==> src/rtl/divremsqrt_iter_fsm_if.sv <==
// ============================================================================
// Module      : divremsqrt_iter_fsm_if
// Description : Request/status bundle between the pipeline, the divide/sqrt
//               preprocessor and the iteration sequencing controller.
// Revision    : 1.0 - initial release
// ============================================================================
`default_nettype none

interface divremsqrt_iter_fsm_if #(
  parameter int DURLEN = 4
);
  logic              FDivStartE;
  logic              IDivStartE;
  logic              StallM;
  logic              FlushE;
  logic              IntDivE;
  logic              FPSpecialCaseE;
  logic              ISpecialCaseE;
  logic [DURLEN:0]   CyclesE;
  logic              IFDivStartE;
  logic              FDivBusyE;
  logic              IterEnM;
  logic              FirstIterM;
  logic              FDivDoneE;
  logic              SpecialCaseM;
  logic [DURLEN:0]   StepM;

  modport master (
    output FDivStartE, IDivStartE, StallM, FlushE, IntDivE,
           FPSpecialCaseE, ISpecialCaseE, CyclesE,
    input  IFDivStartE, FDivBusyE, IterEnM, FirstIterM, FDivDoneE,
           SpecialCaseM, StepM
  );

  modport slave (
    input  FDivStartE, IDivStartE, StallM, FlushE, IntDivE,
           FPSpecialCaseE, ISpecialCaseE, CyclesE,
    output IFDivStartE, FDivBusyE, IterEnM, FirstIterM, FDivDoneE,
           SpecialCaseM, StepM
  );
endinterface

`default_nettype wire

==> src/rtl/divremsqrt_iter_fsm.sv <==
// ============================================================================
// Module      : divremsqrt_iter_fsm
// Description : Sequencer for the iterative div/rem/sqrt unit: accepts a
//               start, counts CyclesE iterations, then signals done.
// Revision    : 1.0 - initial release
// ============================================================================
`default_nettype none

module divremsqrt_iter_fsm #(
  parameter int DURLEN      = 4,
  parameter bit IDIV_ON_FPU = 1'b1
) (
  input  wire logic             clk,
  input  wire logic             reset,
  divremsqrt_iter_fsm_if.slave  bus
);

  localparam int                c_cntW    = DURLEN + 1;
  localparam logic [c_cntW-1:0] c_stepOne = c_cntW'(1);

  typedef enum logic [1:0] {
    S_IDLE = 2'd0,
    S_BUSY = 2'd1,
    S_DONE = 2'd2
  } state_t;

  state_t              r_state;
  logic [c_cntW-1:0]   r_step;
  logic                r_specialCase;
  logic                r_iterEn;
  logic                r_firstIter;
  logic                r_done;

  logic                w_iDivStart;
  logic                w_start;
  logic                w_specEff;

  // Integer requests only reach this unit when integer divide shares the FPU.
  generate
    if (IDIV_ON_FPU) begin : g_idivOn
      assign w_iDivStart = bus.IDivStartE;
    end else begin : g_idivOff
      assign w_iDivStart = 1'b0;
    end
  endgenerate

  assign w_start   = (bus.FDivStartE | w_iDivStart) & (r_state == S_IDLE)
                   & ~bus.StallM & ~bus.FlushE;
  assign w_specEff = bus.IntDivE ? bus.ISpecialCaseE : bus.FPSpecialCaseE;

  always_ff @(posedge clk) begin
    if (reset) begin
      r_state       <= S_IDLE;
      r_step        <= '0;
      r_specialCase <= 1'b0;
      r_iterEn      <= 1'b0;
      r_firstIter   <= 1'b0;
      r_done        <= 1'b0;
    end else begin
      r_firstIter <= 1'b0;
      if (bus.FlushE) begin
        r_state  <= S_IDLE;
        r_step   <= '0;
        r_iterEn <= 1'b0;
        r_done   <= 1'b0;
      end else begin
        case (r_state)
          S_IDLE: begin
            if (w_start) begin
              r_specialCase <= w_specEff;
              if (w_specEff) begin
                r_state <= S_DONE;
                r_step  <= '0;
                r_done  <= 1'b1;
              end else begin
                // A zero count still costs one iteration.
                r_state     <= S_BUSY;
                r_step      <= (bus.CyclesE == '0) ? c_stepOne : bus.CyclesE;
                r_iterEn    <= 1'b1;
                r_firstIter <= 1'b1;
              end
            end
          end
          S_BUSY: begin
            if (r_step <= c_stepOne) begin
              r_state  <= S_DONE;
              r_step   <= '0;
              r_iterEn <= 1'b0;
              r_done   <= 1'b1;
            end else begin
              r_step <= r_step - c_stepOne;
            end
          end
          S_DONE: begin
            if (!bus.StallM) begin
              r_state <= S_IDLE;
              r_done  <= 1'b0;
            end
          end
          default: begin
            r_state  <= S_IDLE;
            r_step   <= '0;
            r_iterEn <= 1'b0;
            r_done   <= 1'b0;
          end
        endcase
      end
    end
  end

  // Busy is asserted in the start cycle itself so Execute freezes at once.
  assign bus.IFDivStartE  = w_start;
  assign bus.FDivBusyE    = w_start | (r_state == S_BUSY)
                          | ((r_state == S_DONE) & bus.StallM);
  assign bus.IterEnM      = r_iterEn;
  assign bus.FirstIterM   = r_firstIter;
  assign bus.FDivDoneE    = r_done;
  assign bus.SpecialCaseM = r_specialCase;
  assign bus.StepM        = r_step;

endmodule

`default_nettype wire
==> src/flat_wrapper.sv <==
// flat-port wrapper written by rule: the top's interface ports become plain ports
module divremsqrt_iter_fsm_flat 
#(
  parameter int DURLEN      = 4,
  parameter bit IDIV_ON_FPU = 1'b1
)
  (clk, reset, bus_FDivStartE, bus_IDivStartE, bus_StallM, bus_FlushE, bus_IntDivE, bus_FPSpecialCaseE, bus_ISpecialCaseE, bus_CyclesE, bus_IFDivStartE, bus_FDivBusyE, bus_IterEnM, bus_FirstIterM, bus_FDivDoneE, bus_SpecialCaseM, bus_StepM);
  divremsqrt_iter_fsm_if #(.DURLEN(DURLEN)) bus_i ();
  input  wire logic clk;
  input  wire logic reset;
  input wire logic [$bits(bus_i.FDivStartE)-1:0] bus_FDivStartE;
  input wire logic [$bits(bus_i.IDivStartE)-1:0] bus_IDivStartE;
  input wire logic [$bits(bus_i.StallM)-1:0] bus_StallM;
  input wire logic [$bits(bus_i.FlushE)-1:0] bus_FlushE;
  input wire logic [$bits(bus_i.IntDivE)-1:0] bus_IntDivE;
  input wire logic [$bits(bus_i.FPSpecialCaseE)-1:0] bus_FPSpecialCaseE;
  input wire logic [$bits(bus_i.ISpecialCaseE)-1:0] bus_ISpecialCaseE;
  input wire logic [$bits(bus_i.CyclesE)-1:0] bus_CyclesE;
  output wire logic [$bits(bus_i.IFDivStartE)-1:0] bus_IFDivStartE;
  output wire logic [$bits(bus_i.FDivBusyE)-1:0] bus_FDivBusyE;
  output wire logic [$bits(bus_i.IterEnM)-1:0] bus_IterEnM;
  output wire logic [$bits(bus_i.FirstIterM)-1:0] bus_FirstIterM;
  output wire logic [$bits(bus_i.FDivDoneE)-1:0] bus_FDivDoneE;
  output wire logic [$bits(bus_i.SpecialCaseM)-1:0] bus_SpecialCaseM;
  output wire logic [$bits(bus_i.StepM)-1:0] bus_StepM;
  assign bus_i.FDivStartE = bus_FDivStartE;
  assign bus_i.IDivStartE = bus_IDivStartE;
  assign bus_i.StallM = bus_StallM;
  assign bus_i.FlushE = bus_FlushE;
  assign bus_i.IntDivE = bus_IntDivE;
  assign bus_i.FPSpecialCaseE = bus_FPSpecialCaseE;
  assign bus_i.ISpecialCaseE = bus_ISpecialCaseE;
  assign bus_i.CyclesE = bus_CyclesE;
  assign bus_IFDivStartE = bus_i.IFDivStartE;
  assign bus_FDivBusyE = bus_i.FDivBusyE;
  assign bus_IterEnM = bus_i.IterEnM;
  assign bus_FirstIterM = bus_i.FirstIterM;
  assign bus_FDivDoneE = bus_i.FDivDoneE;
  assign bus_SpecialCaseM = bus_i.SpecialCaseM;
  assign bus_StepM = bus_i.StepM;
  divremsqrt_iter_fsm #(.DURLEN(DURLEN), .IDIV_ON_FPU(IDIV_ON_FPU)) u_core (.clk(clk), .reset(reset), .bus(bus_i));
endmodule
==> config.mk <==
export PLATFORM = sky130hd
export DESIGN_NAME = divremsqrt_iter_fsm_flat
export DESIGN_NICKNAME = d
export VERILOG_FILES = /design/src/rtl/divremsqrt_iter_fsm_if.sv /design/src/rtl/divremsqrt_iter_fsm.sv /design/src/flat_wrapper.sv
export SDC_FILE = /design/constraint.sdc
export NUM_CORES = 1
export LEC_CHECK = 0
export BUFFER_PORTS_ARGS = -buffer_cell sky130_fd_sc_hd__clkbuf_2
export CAP_MARGIN = 0
export CORE_MARGIN = 5
export CORE_UTILIZATION = 51
export CTS_CLUSTER_DIAMETER = 120
export DETAILED_ROUTE_END_ITERATION = 8
export MAX_ROUTING_LAYER = met4
export PLACE_DENSITY = 0.86
export SLEW_MARGIN = 20
export SYNTH_ARGS = -nofsm -noshare
export SYNTH_HDL_FRONTEND = slang
export SYNTH_SLANG_ARGS = --single-unit
==> constraint.sdc <==
create_clock -name clk -period 2.35 [get_ports clk]
set_clock_uncertainty 0.1 [all_clocks]
set_input_delay 0 -clock clk [delete_from_list [all_inputs] [get_ports clk]]
set_output_delay 0 -clock clk [all_outputs]
set_load 0.03 [all_outputs]
==> metrics.csv, run 1 <==
metric;value;unit
ant_nets;0;
synth_sequential_area_ratio;0.3132;
max_cap_viol_count;0;
finalCritPeriodShare;0.7387;
coreArea;0.001301;mm²
groute.usage.overall;0.2153;
detail_route.first_pass.iterations;4;
netlist_area;703.2;µm²
ctsLongestPathBuffers;2;
num_antenna_cells;0;
globalRoute.totalOverflow;0;
finalSetupViolCount;0;
rows;13;
totalNegativeSetupSlack;0;ns
hold_endpoint;u_core.bus.StepM[4];
first_global_vias;789;
total_vias_in_the_final_route;819;
crit_path_capture_type;flop;
drive_gt1_frac;0.3043;
number_of_port_buffers;24;
design.final.nets;132;
syn_avg_cell_area;8.176;µm²
drtIter0Drc;24;
ys_seq_elements;11;
grt_setup_unrepaired;no;
cts.root.buffer_cell;sky130_fd_sc_hd__clkbuf_4;
reg2reg_to;u_core.bus.StepM[3];
ys.warnings.count;0;
crit_family;compound AO/OA/AOI/OAI gates;
tritoncts_clock_tree;done;
period_needed;1.736;ns
hp-class;primary input to flop;
area.growth.synth_to_final;27.40;%
detailedPlacementHpwl;1.388;mm
tightest_slew;0.6103;ns
regToRegStartpoint;u_core.bus.StepM[1];
fp.dieH;47.13;µm
slew_viol_final;0;
netlist-cell-type-count;36;
clk-insertion-delay-late;0.28;ns
worstPathRequired;2.43;ns
cts-hold-fix-buffers;4;
worst_setup_hold_path_clk_slew;0.08;ns
worst_r2r_path_depth;6;
worstSetupStartpointType;flop;
wirelength;1.954;mm
crit_path_top_delay_cell;sky130_fd_sc_hd__dfxtp_1;
hold-worst-slack;0.03296;ns
cts_htree_levels;1;
fill_cell_instance_count_of_the_final_layout;111;
grt_first_pass_wirelength;3.249;mm
hold-path-cell-count;4;
floorplan.io_pins;25;
min-delay-start;bus_FlushE;
cts_num_sinks;11;
die-area;0.002221;mm²
dpl.cell_count;122;
timing.fmax;576.0;MHz
grt_antenna_before_repair;0;
die_width;47.13;µm
drcViolationCount;0;
timing.reg2reg.setup_slack;0.61;ns
cellPowerDensity;470.6;mW/mm²
report.final.hold_viol_count;0;
finalPower;0.0004216;W
crit_path_max_fanout;6;
worst_stage_delay_on_the_critical_path;0.42;ns
post_drt_wl_per_cell;15.03;µm
initial_utilization;0.5404;
grt_max_degree;16;
crit_chain;inv_1, ha_1, o21bai_1, a211oi_1, o21ai_0, a221oi_1;
post-cts-setup-buffer-count;0;
vias_per_cell;6.300;
worst_vdd_rail_ir_drop;0.2724;mV
post_cts_resized;0;
tritoncts.num_buffers;3;
number_of_non_filler_instances_in_the_completed_layout;130;
postSynthCellCount;86;
timing.max_slew.rel_slack;0.5900;
critical_path_arrival;1.82;ns
status;completed;
routabilityCongestion;0.8666;
criticalPathCategory;flop to flop;
critical_path_buf_inv_count;1;
synth_fp_nets;102;
static_leak;0.3505;nW
==> area by class of cell <==
class                      count  area (µm²)  share of cell area
timing repair buffer          28       160.2              0.1788
tap                           15       18.77             0.02095
sequential                    11       220.2              0.2458
multi-input combinational     67       451.7              0.5042
inverter                       5       18.77             0.02095
clock buffer                   4       26.28             0.02933
==> logic make-up (layout without fill, tap and decap cells) <==
logic type                 count (synthesis)  after routing  synth area share
and+or+nand+nor                           30             30            0.2385
AOI/OAI and AO/OA                         34             34            0.3470
muxes                                      1              1           0.02135
DFF                                       11             11            0.3132
buffers and inverters                      8             37           0.04448
adders and majority gates                  2              2           0.03558
==> routing by layer <==
layer / GRT usage / share of wire
met5: - / 0
met1: 0.2373 / 0.41
met2: 0.3659 / 0.50
met4: 0.09945 / 0.016
met3: 0.04598 / 0.076
==> registers in the layout, indices dropped and copies added (netlist names) <==
name                     flops
u_core.bus.IterEnM           1
u_core.r_state               2
u_core.bus.SpecialCaseM      1
u_core.bus.StepM             5
u_core.bus.FirstIterM        1
u_core.bus.FDivDoneE         1
==> tightest hold or removal path, cell delays in order <==
cell	delay (ns)
sky130_fd_sc_hd__clkbuf_2	0.13
sky130_fd_sc_hd__nor2_1	0.09
sky130_fd_sc_hd__nand3_1	0.08
sky130_fd_sc_hd__o22ai_1	0.06
==> stage by stage <==
step	cell area (µm²)	utilization	worst slack [ns]
4_1_cts	895.9	0.6885	0.6161
6_report	895.9	0.6885	0.6140
3_3_place_gp	829.5	0.6375	0.7063
5_1_grt	895.9	0.6885	0.4771
2_1_floorplan	703.2	-	0.5103
3_5_place_dp	829.5	0.6375	0.6267
==> cell usage after synthesis, drive strengths merged <==
cell / number / area (µm²)
o21a: 2 / 15.01
or4: 1 / 7.510
clkbuf: 2 / 7.510
nor2: 7 / 26.28
or3: 1 / 11.26
or2: 1 / 6.260
buf: 1 / 5.000
nor4: 1 / 6.260
a21oi: 9 / 48.80
o22ai: 1 / 6.260
inv: 5 / 18.77
o41a: 1 / 12.51
o21ai: 3 / 15.01
o41ai: 1 / 8.760
dfxtp: 11 / 220.2
a32oi: 2 / 17.52
o31ai: 2 / 15.01
a211oi: 4 / 35.03
nand3: 4 / 20.02
nand2: 6 / 22.52
nand3b: 1 / 7.510
mux2: 1 / 15.01
a311oi: 1 / 8.760
a221oi: 1 / 8.760
ha: 2 / 25.02
a31oi: 1 / 6.260
a21o: 1 / 7.510
a22oi: 3 / 22.52
o21bai: 1 / 7.510
nor3: 5 / 41.29
nand2b: 3 / 18.77
a31o: 1 / 8.760
==> layout by cell type, fill, tap and decap left out, drive strengths merged, types with 2 or more instances in the layout <==
| master | synthesis | layout |
|---|---|---|
| inv | 5 | 5 |
| a22oi | 3 | 3 |
| clkbuf | 2 | 28 |
| nor2 | 7 | 7 |
| o21ai | 3 | 3 |
| o31ai | 2 | 2 |
| o21a | 2 | 2 |
| nand3 | 4 | 4 |
| dfxtp | 11 | 11 |
| ha | 2 | 2 |
| dlygate4sd3 | 0 | 4 |
| nand2b | 3 | 3 |
| nor3 | 5 | 5 |
| a211oi | 4 | 4 |
| a32oi | 2 | 2 |
| nand2 | 6 | 6 |
| a21oi | 9 | 9 |
==> worst max path at each step <==
| stage | from | endpoint | slack [ns] | depth (start not counted) |
|---|---|---|---|---|
| global placement | u_core.bus.StepM[1] | u_core.bus.StepM[3] | 0.71 | 6 |
| CTS | u_core.bus.StepM[1] | u_core.bus.StepM[3] | 0.62 | 6 |
| floorplan | u_core.bus.StepM[1] | u_core.bus.StepM[3] | 0.51 | 6 |
| global route | u_core.bus.StepM[1] | u_core.bus.StepM[3] | 0.48 | 6 |
| detailed placement | u_core.bus.StepM[1] | u_core.bus.StepM[3] | 0.63 | 6 |
| finish | u_core.bus.StepM[1] | u_core.bus.StepM[3] | 0.61 | 6 |
==> power by group <==
group	switching [W]	total, W	internal [W]
Sequential	0.00000538	0.000196	0.000190
Clock	0.0000715	0.000137	0.0000659
Combinational	0.0000524	0.0000884	0.0000361
Total	0.000129	0.000422	0.000292
Power figures use the tool's default switching activity.
==> inputs of run 2 (changes only) <==
--- a/config.mk
+++ b/config.mk
@@ -8,11 +8,11 @@
 export BUFFER_PORTS_ARGS = -buffer_cell sky130_fd_sc_hd__clkbuf_2
 export CAP_MARGIN = 0
 export CORE_MARGIN = 5
-export CORE_UTILIZATION = 51
+export CORE_UTILIZATION = 47
 export CTS_CLUSTER_DIAMETER = 120
 export DETAILED_ROUTE_END_ITERATION = 8
 export MAX_ROUTING_LAYER = met4
-export PLACE_DENSITY = 0.86
+export PLACE_DENSITY = 0.8
 export SLEW_MARGIN = 20
 export SYNTH_ARGS = -nofsm -noshare
 export SYNTH_HDL_FRONTEND = slang
==> constraint.sdc (replaced) <==
create_clock -name clk -period 1.7 [get_ports clk]
set_clock_uncertainty 0.1 [all_clocks]
set_input_delay 0 -clock clk [delete_from_list [all_inputs] [get_ports clk]]
set_output_delay 0 -clock clk [all_outputs]
set_load 0.03 [all_outputs]
==> run 2 against run 1 <==
Compared with the run above: the flow now finishes with violations (negative hold slack); count of clock-buffer cells in the layout unchanged; wire length grew 2.6%; sequential share of layout area shrank 0.74 points; flip-flop and latch count is the same; core utilization down 3.9 points; non-clock buffer count increased by 2; final area is 5.4% higher; critical path type unchanged; critical endpoint is now u_core.bus.FDivDoneE.
==> metrics.csv, run 2 (synthesis results as in run 1) <==
metric;value;unit;change
status;complete, but fails checks;;
violations;negative hold slack;;
grt_first_pass_wirelength;3.222;mm;-0.83%
tritoncts.num_buffers;3;;unchanged
cts_htree_levels;1;;unchanged
ant_nets;0;;unchanged
timing.max_slew.rel_slack;0.6116;;+0.02159
power.share.switching;0.3160;;+0.009461
grt_max_degree;11;;-5
max_cap_viol_count;0;;unchanged
first_global_vias;722;;-8.5%
minimum_setup_slack_in_the_final_design;0.09168;ns;-0.5223 ns
vias_per_cell;6.203;;-1.5%
clock_power_share;0.333;;+0.007
detailedPlacementHpwl;1.393;mm;+0.36%
worstPathRequired;1.79;ns;-0.64 ns
cts.root.buffer_cell;sky130_fd_sc_hd__clkbuf_4;;
post_dp_cell_area;847.1;µm²;+2.1%
groute.usage.overall;0.1694;;-0.04590
worst_stage_delay_on_the_critical_path;0.38;ns;-0.04 ns
crit_path_capture_type;flop;;
clk-insertion-delay-late;0.29;ns;about the same
design.final.nets;134;;+1.5%
hp-class;primary input to flop;;
cellPowerDensity;625.5;mW/mm²;+33%
switching_power;0.0001867;W;+44%
hold-worst-slack;-0.009846;ns;-0.04280 ns
seq_power_share;0.455;;-0.009
period_needed;1.608;ns;-0.1277 ns
static_leak;0.3708;nW;+5.8%
dpl.cell_count;125;;+2.5%
number_of_port_buffers;24;;unchanged
crit_path_top_delay_cell;sky130_fd_sc_hd__dfxtp_4;;
die_width;48.68;µm;+3.3%
timing.fmax;621.8;MHz;+7.9%
area.growth.synth_to_final;34.34;%;
ctsLongestPathBuffers;2;;unchanged
crit_path_max_fanout;6;;unchanged
totalNegativeSetupSlack;0;ns;unchanged
num_antenna_cells;0;;unchanged
cts_num_sinks;11;;unchanged
grt_antenna_before_repair;0;;unchanged
die-area;0.002370;mm²;+6.7%
initial_utilization;0.4836;;-0.05674
drtIter0Drc;43;;+79%
drcViolationCount;0;;unchanged
combinationalPowerShare;0.212;;+0.002
finalCritPeriodShare;0.9461;;+0.2074
rows;14;;+1
leading_cell_type_in_the_layout_fill_and_taps_excluded;sky130_fd_sc_hd__clkbuf_2;;
detail_route.first_pass.iterations;4;;unchanged
worst_setup_hold_path_clk_slew;0.09;ns;about the same
number_of_non_filler_instances_in_the_completed_layout;133;;+2.3%
finalSetupViolCount;0;;unchanged
critical_path_arrival;1.70;ns;-0.12 ns
post_drt_wl_per_cell;15.08;µm;+0.30%
routabilityCongestion;0.8486;;-2.1%
worstSetupStartpointType;flop;;
dp_worst_setup_slack;0.01156;ns;-0.6152 ns
tightest_slew;0.5781;ns;-0.03215 ns
largest_register_ffs;5;;unchanged
crit_chain;inv_1, ha_1, o21bai_4, a21oi_4, buf_4, a311oi_1, o21a_1;;
criticalPathCategory;flop to flop;;
drive_gt1_frac;0.3590;;+0.05463
coreArea;0.001454;mm²;+12%
wirelength;2.005;mm;+2.6%
globalRoute.totalOverflow;0;;unchanged
post-route-cell-area;944.7;µm²;+5.4%
worst_vdd_rail_ir_drop;0.4346;mV;+60%
total_vias_in_the_final_route;825;;+0.73%
tritoncts_clock_tree;done;;
fp.dieH;48.68;µm;+3.3%
slew_viol_final;0;;unchanged
p_int;0.0004042;W;+38%
report.final.hold_viol_count;1;;+1
layout.cells.most_common_list;sky130_fd_sc_hd__clkbuf_2, sky130_fd_sc_hd__dfxtp_1, sky130_fd_sc_hd__a21oi_1, sky130_fd_sc_hd__nor2_1, sky130_fd_sc_hd__nand2_1;;
floorplan.io_pins;25;;unchanged
[run 2: power by group through the flow]
stage | clock network [W] | registers (W) | logic (W)
final | 0.000197 | 0.000269 | 0.000125
after floorplan | 0 | 0.000283 | 0.0000653
after CTS | 0.000187 | 0.000269 | 0.000120
after global placement | 0 | 0.000275 | 0.000114
after detailed placement | 0 | 0.000276 | 0.000114
after global routing | 0.000205 | 0.000270 | 0.000136
[run 2: layout make-up]
class | count | area, µm²
Fill cell | 117 | 509.2
Clock buffer | 4 | 26.28
Tap cell | 16 | 20.02
Timing Repair Buffer | 30 | 172.7
Multi-Input combinational cell | 67 | 481.7
Inverter | 5 | 18.77
Sequential cell | 11 | 225.2
[run 2: path summary, 6_finish.rpt]
| check | startpoint | end | slack, ns | depth (start not counted) |
|---|---|---|---|---|
| min | bus_CyclesE[1] | u_core.bus.StepM[1] | -0.01 | 3 |
| max | u_core.bus.StepM[1] | u_core.bus.FDivDoneE | 0.09 | 7 |
| min reg2reg | u_core.bus.FDivDoneE | u_core.bus.FDivDoneE | 0.37 | 1 |
| max reg2reg | u_core.bus.StepM[1] | u_core.bus.FDivDoneE | 0.09 | 7 |
[run 2: timing repair]
| action | in CTS | in global routing |
|---|---|---|
| hold endpoints to repair | 5 | 0 |
| gates cloned | 0 | 0 |
| buffers inserted | 0 | 1 |
| hold buffers | 3 | 0 |
| pin swaps | 1 | 3 |
| gates resized for setup | 0 | 8 |
| setup endpoints to repair | 1 | 7 |
[run 2: routing by layer]
metal / up-vias / track usage / share of wire
met3: 7 / 0.03681 / 0.073
li1: 393 / - / -
met1: 384 / 0.2100 / 0.40
met2: 41 / 0.2761 / 0.50
met4: 0 / 0.04484 / 0.023
met5: - / - / 0
[run 2: stage by stage]
stage               hold WS (ns)   power, W    util
floorplan               -0.02724  0.0003487       -
global placement          0.1022  0.0003890  0.5826
detailed placement        0.1006  0.0003897  0.5826
CTS                     0.002576  0.0005765  0.6213
global route            0.004954  0.0006113  0.6497
finish                 -0.009846  0.0005909  0.6497
[run 2: critical path, delay by kind of cell, from the launching register on]
kind	cells	cell delay, ns
compound gates	4	0.64
buf+inv	2	0.21
fa+ha+maj	1	0.18
flops	1	0.38
==> inputs of run 3 (changes only) <==
--- a/config.mk
+++ b/config.mk
@@ -9,6 +9,7 @@
 export CAP_MARGIN = 0
 export CORE_MARGIN = 5
 export CORE_UTILIZATION = 47
+export CTS_BUF_LIST = sky130_fd_sc_hd__clkbuf_4 sky130_fd_sc_hd__clkbuf_8 sky130_fd_sc_hd__clkbuf_16
 export CTS_CLUSTER_DIAMETER = 120
 export DETAILED_ROUTE_END_ITERATION = 8
 export MAX_ROUTING_LAYER = met4
==> run 3 against run 2 <==
Compared with the run above: the flow still finishes with violations (negative hold slack); die area did not move; sequential share of layout area rose by 0.26 points; register-to-register slack improved by 0.03 ns; clock power rose by 6%; global-route usage rose by 0.39 points; flip-flop and latch count did not move; core utilization fell by 0.69 points; non-clock buffer count fell by 1; highest routed layer unchanged.
==> metrics.csv, run 3 (synthesis results as in run 1) <==
metric;value;unit;change
crit_path_top_delay_cell;sky130_fd_sc_hd__dfxtp_4;;
violations;negative hold slack;;
design.final.nets;133;;-0.75%
detailedPlacementHpwl;1.393;mm;unchanged
worst_vdd_rail_ir_drop;0.4805;mV;+11%
cts_num_sinks;11;;unchanged
drtIter0Drc;33;;-23%
max_cap_viol_count;0;;unchanged
dpl.cell_count;125;;unchanged
fill_cell_instance_count_of_the_final_layout;120;;+2.6%
totalNegativeSetupSlack;0;ns;unchanged
die_width;48.68;µm;unchanged
number_of_non_filler_instances_in_the_completed_layout;132;;-0.75%
die-area;0.002370;mm²;unchanged
tritoncts.num_buffers;3;;unchanged
cts.root.buffer_cell;sky130_fd_sc_hd__clkbuf_4;;
drcViolationCount;0;;unchanged
first_global_vias;724;;+0.28%
register_area;225.2;µm²;unchanged
static_leak;0.3648;nW;-1.6%
post_drt_wl_per_cell;15.68;µm;+4.0%
dr_wl_met3;122;µm;-16%
cts_htree_levels;1;;unchanged
criticalPathCategory;flop to flop;;
groute.usage.overall;0.1732;;+0.003878
globalRoute.totalOverflow;0;;unchanged
period_needed;1.577;ns;-0.03160 ns
hold-path-cell-count;3;;unchanged
maxUsedRoutingLayer;met4;;
final_core_util;0.6429;;-0.006885
total_vias_in_the_final_route;798;;-3.3%
routabilityCongestion;0.8486;;unchanged
ctsLongestPathBuffers;2;;unchanged
layout.cells.most_common_list;sky130_fd_sc_hd__clkbuf_2, sky130_fd_sc_hd__dfxtp_1, sky130_fd_sc_hd__a21oi_1, sky130_fd_sc_hd__nor2_1, sky130_fd_sc_hd__nand2_1;;
slew_viol_final;0;;unchanged
grt_max_degree;11;;unchanged
hold_endpoint;u_core.bus.StepM[1];;
drive_gt1_frac;0.3621;;+0.003095
crit_path_capture_type;flop;;
largest_register_ffs;5;;unchanged
reg2reg_to;u_core.bus.StepM[1];;
min-delay-start;bus_CyclesE[1];;
report.final.hold_viol_count;1;;unchanged
hold-worst-slack;-0.007668;ns;+0.002179 ns
worst_r2r_path_depth;6;;-1
worstSetupStartpointType;flop;;
met2WireLength;1.052;mm;+5.1%
ant_nets;0;;unchanged
worst_stage_delay_on_the_critical_path;0.38;ns;about the same
multi_input_area;475.5;µm²;-1.3%
worstPathRequired;1.78;ns;about the same
leading_cell_type_in_the_layout_fill_and_taps_excluded;sky130_fd_sc_hd__clkbuf_2;;
initial_utilization;0.4836;;unchanged
timing.fmax;634.2;MHz;+2.0%
rows;14;;unchanged
status;complete, but fails checks;;
hp-class;primary input to flop;;
finalSetupViolCount;0;;unchanged
floorplan.io_pins;25;;unchanged
num_antenna_cells;0;;unchanged
wirelength;2.070;mm;+3.2%
critical_path_buf_inv_count;1;;-1
worst_setup_hold_path_clk_slew;0.07;ns;-0.02 ns
number_of_port_buffers;24;;unchanged
timing.max_slew.rel_slack;0.6199;;+0.008243
post-cts-setup-buffer-count;0;;unchanged
timing.reg2reg.setup_slack;0.12;ns;+0.03 ns
crit_path_max_fanout;6;;unchanged
crit_family;compound AO/OA/AOI/OAI gates;;
area.growth.synth_to_final;32.92;%;
grt_antenna_before_repair;0;;unchanged
detail_route.first_pass.iterations;4;;unchanged
fp.dieH;48.68;µm;unchanged
regToRegStartpoint;u_core.bus.StepM[1];;
finalCritPeriodShare;0.9275;;-0.01859
met1Wirelength;847;µm;+4.6%
coreArea;0.001454;mm²;unchanged
crit_chain;inv_1, ha_1, o21bai_4, a21oi_4, a22oi_1, o31ai_1;;
critical_path_arrival;1.65;ns;-0.05 ns
grt_setup_unrepaired;yes;;
tightest_slew;0.5659;ns;-0.01227 ns
cellPowerDensity;643.6;mW/mm²;+2.9%
grt_first_pass_wirelength;3.270;mm;+1.5%
vias_per_cell;6.045;;-2.5%
clk-insertion-delay-late;0.28;ns;about the same
tritoncts_clock_tree;done;;
-- run 3: worst reg2reg max path, stage by stage, from the launching register on --
cell and delay [ns]:
sky130_fd_sc_hd__dfxtp_4 0.38, sky130_fd_sc_hd__inv_1 0.06, sky130_fd_sc_hd__ha_1 0.18, sky130_fd_sc_hd__o21bai_4 0.20, sky130_fd_sc_hd__a21oi_4 0.22, sky130_fd_sc_hd__a22oi_1 0.12, sky130_fd_sc_hd__o31ai_1 0.22
-- run 3: final cells by class --
type | count | share of cell area
well taps | 16 | 0.02142
multi-input cells | 67 | 0.5087
flip-flops and latches | 11 | 0.2410
inverters | 5 | 0.02008
repair buffers | 29 | 0.1767
clock buffers | 4 | 0.03213
-- run 3: what timing repair did --
action	in CTS	in global routing
resized for setup	0	7
hold buffers	3	0
endpoints found under the setup margin	0	7
hold endpoints to repair	5	0
-- run 3: power by group --
group          internal [W]  switching, W
clock network      0.000107      0.000101
logic             0.0000504     0.0000749
registers          0.000262    0.00000664
total              0.000419      0.000182
-- run 3: worst max path at each step --
stage                   startpoint                   to  slack, ns  depth (start not counted)
2_1_floorplan  u_core.bus.StepM[1]  u_core.bus.StepM[3]      0.004                          6
6_report       u_core.bus.StepM[1]  u_core.bus.StepM[1]       0.12                          6
4_1_cts        u_core.bus.StepM[1]  u_core.bus.StepM[1]      0.005                          6
3_5_place_dp   u_core.bus.StepM[1]  u_core.bus.StepM[1]       0.01                          6
5_1_grt          u_core.r_state[0]  u_core.bus.StepM[3]      -0.02                          4
3_3_place_gp   u_core.bus.StepM[1]  u_core.bus.StepM[3]       0.10                          6
-- run 3: metrics by stage --
stage | area [µm²] | power [W] | worst slack (ns)
final | 934.6 | 0.0006016 | 0.1233
after global routing | 934.6 | 0.0006300 | -0.02332
after CTS | 907.1 | 0.0005930 | 0.005107
after detailed placement | 847.1 | 0.0003897 | 0.01156
after global placement | 847.1 | 0.0003890 | 0.1011
after floorplan | 704.4 | 0.0003487 | 0.004498
-- run 3: per-layer routing --
layer	GRT usage	vias up
met5	-	-
met4	0.05381	0
met3	0.03988	7
met2	0.2826	27
met1	0.2100	378
li1	-	386
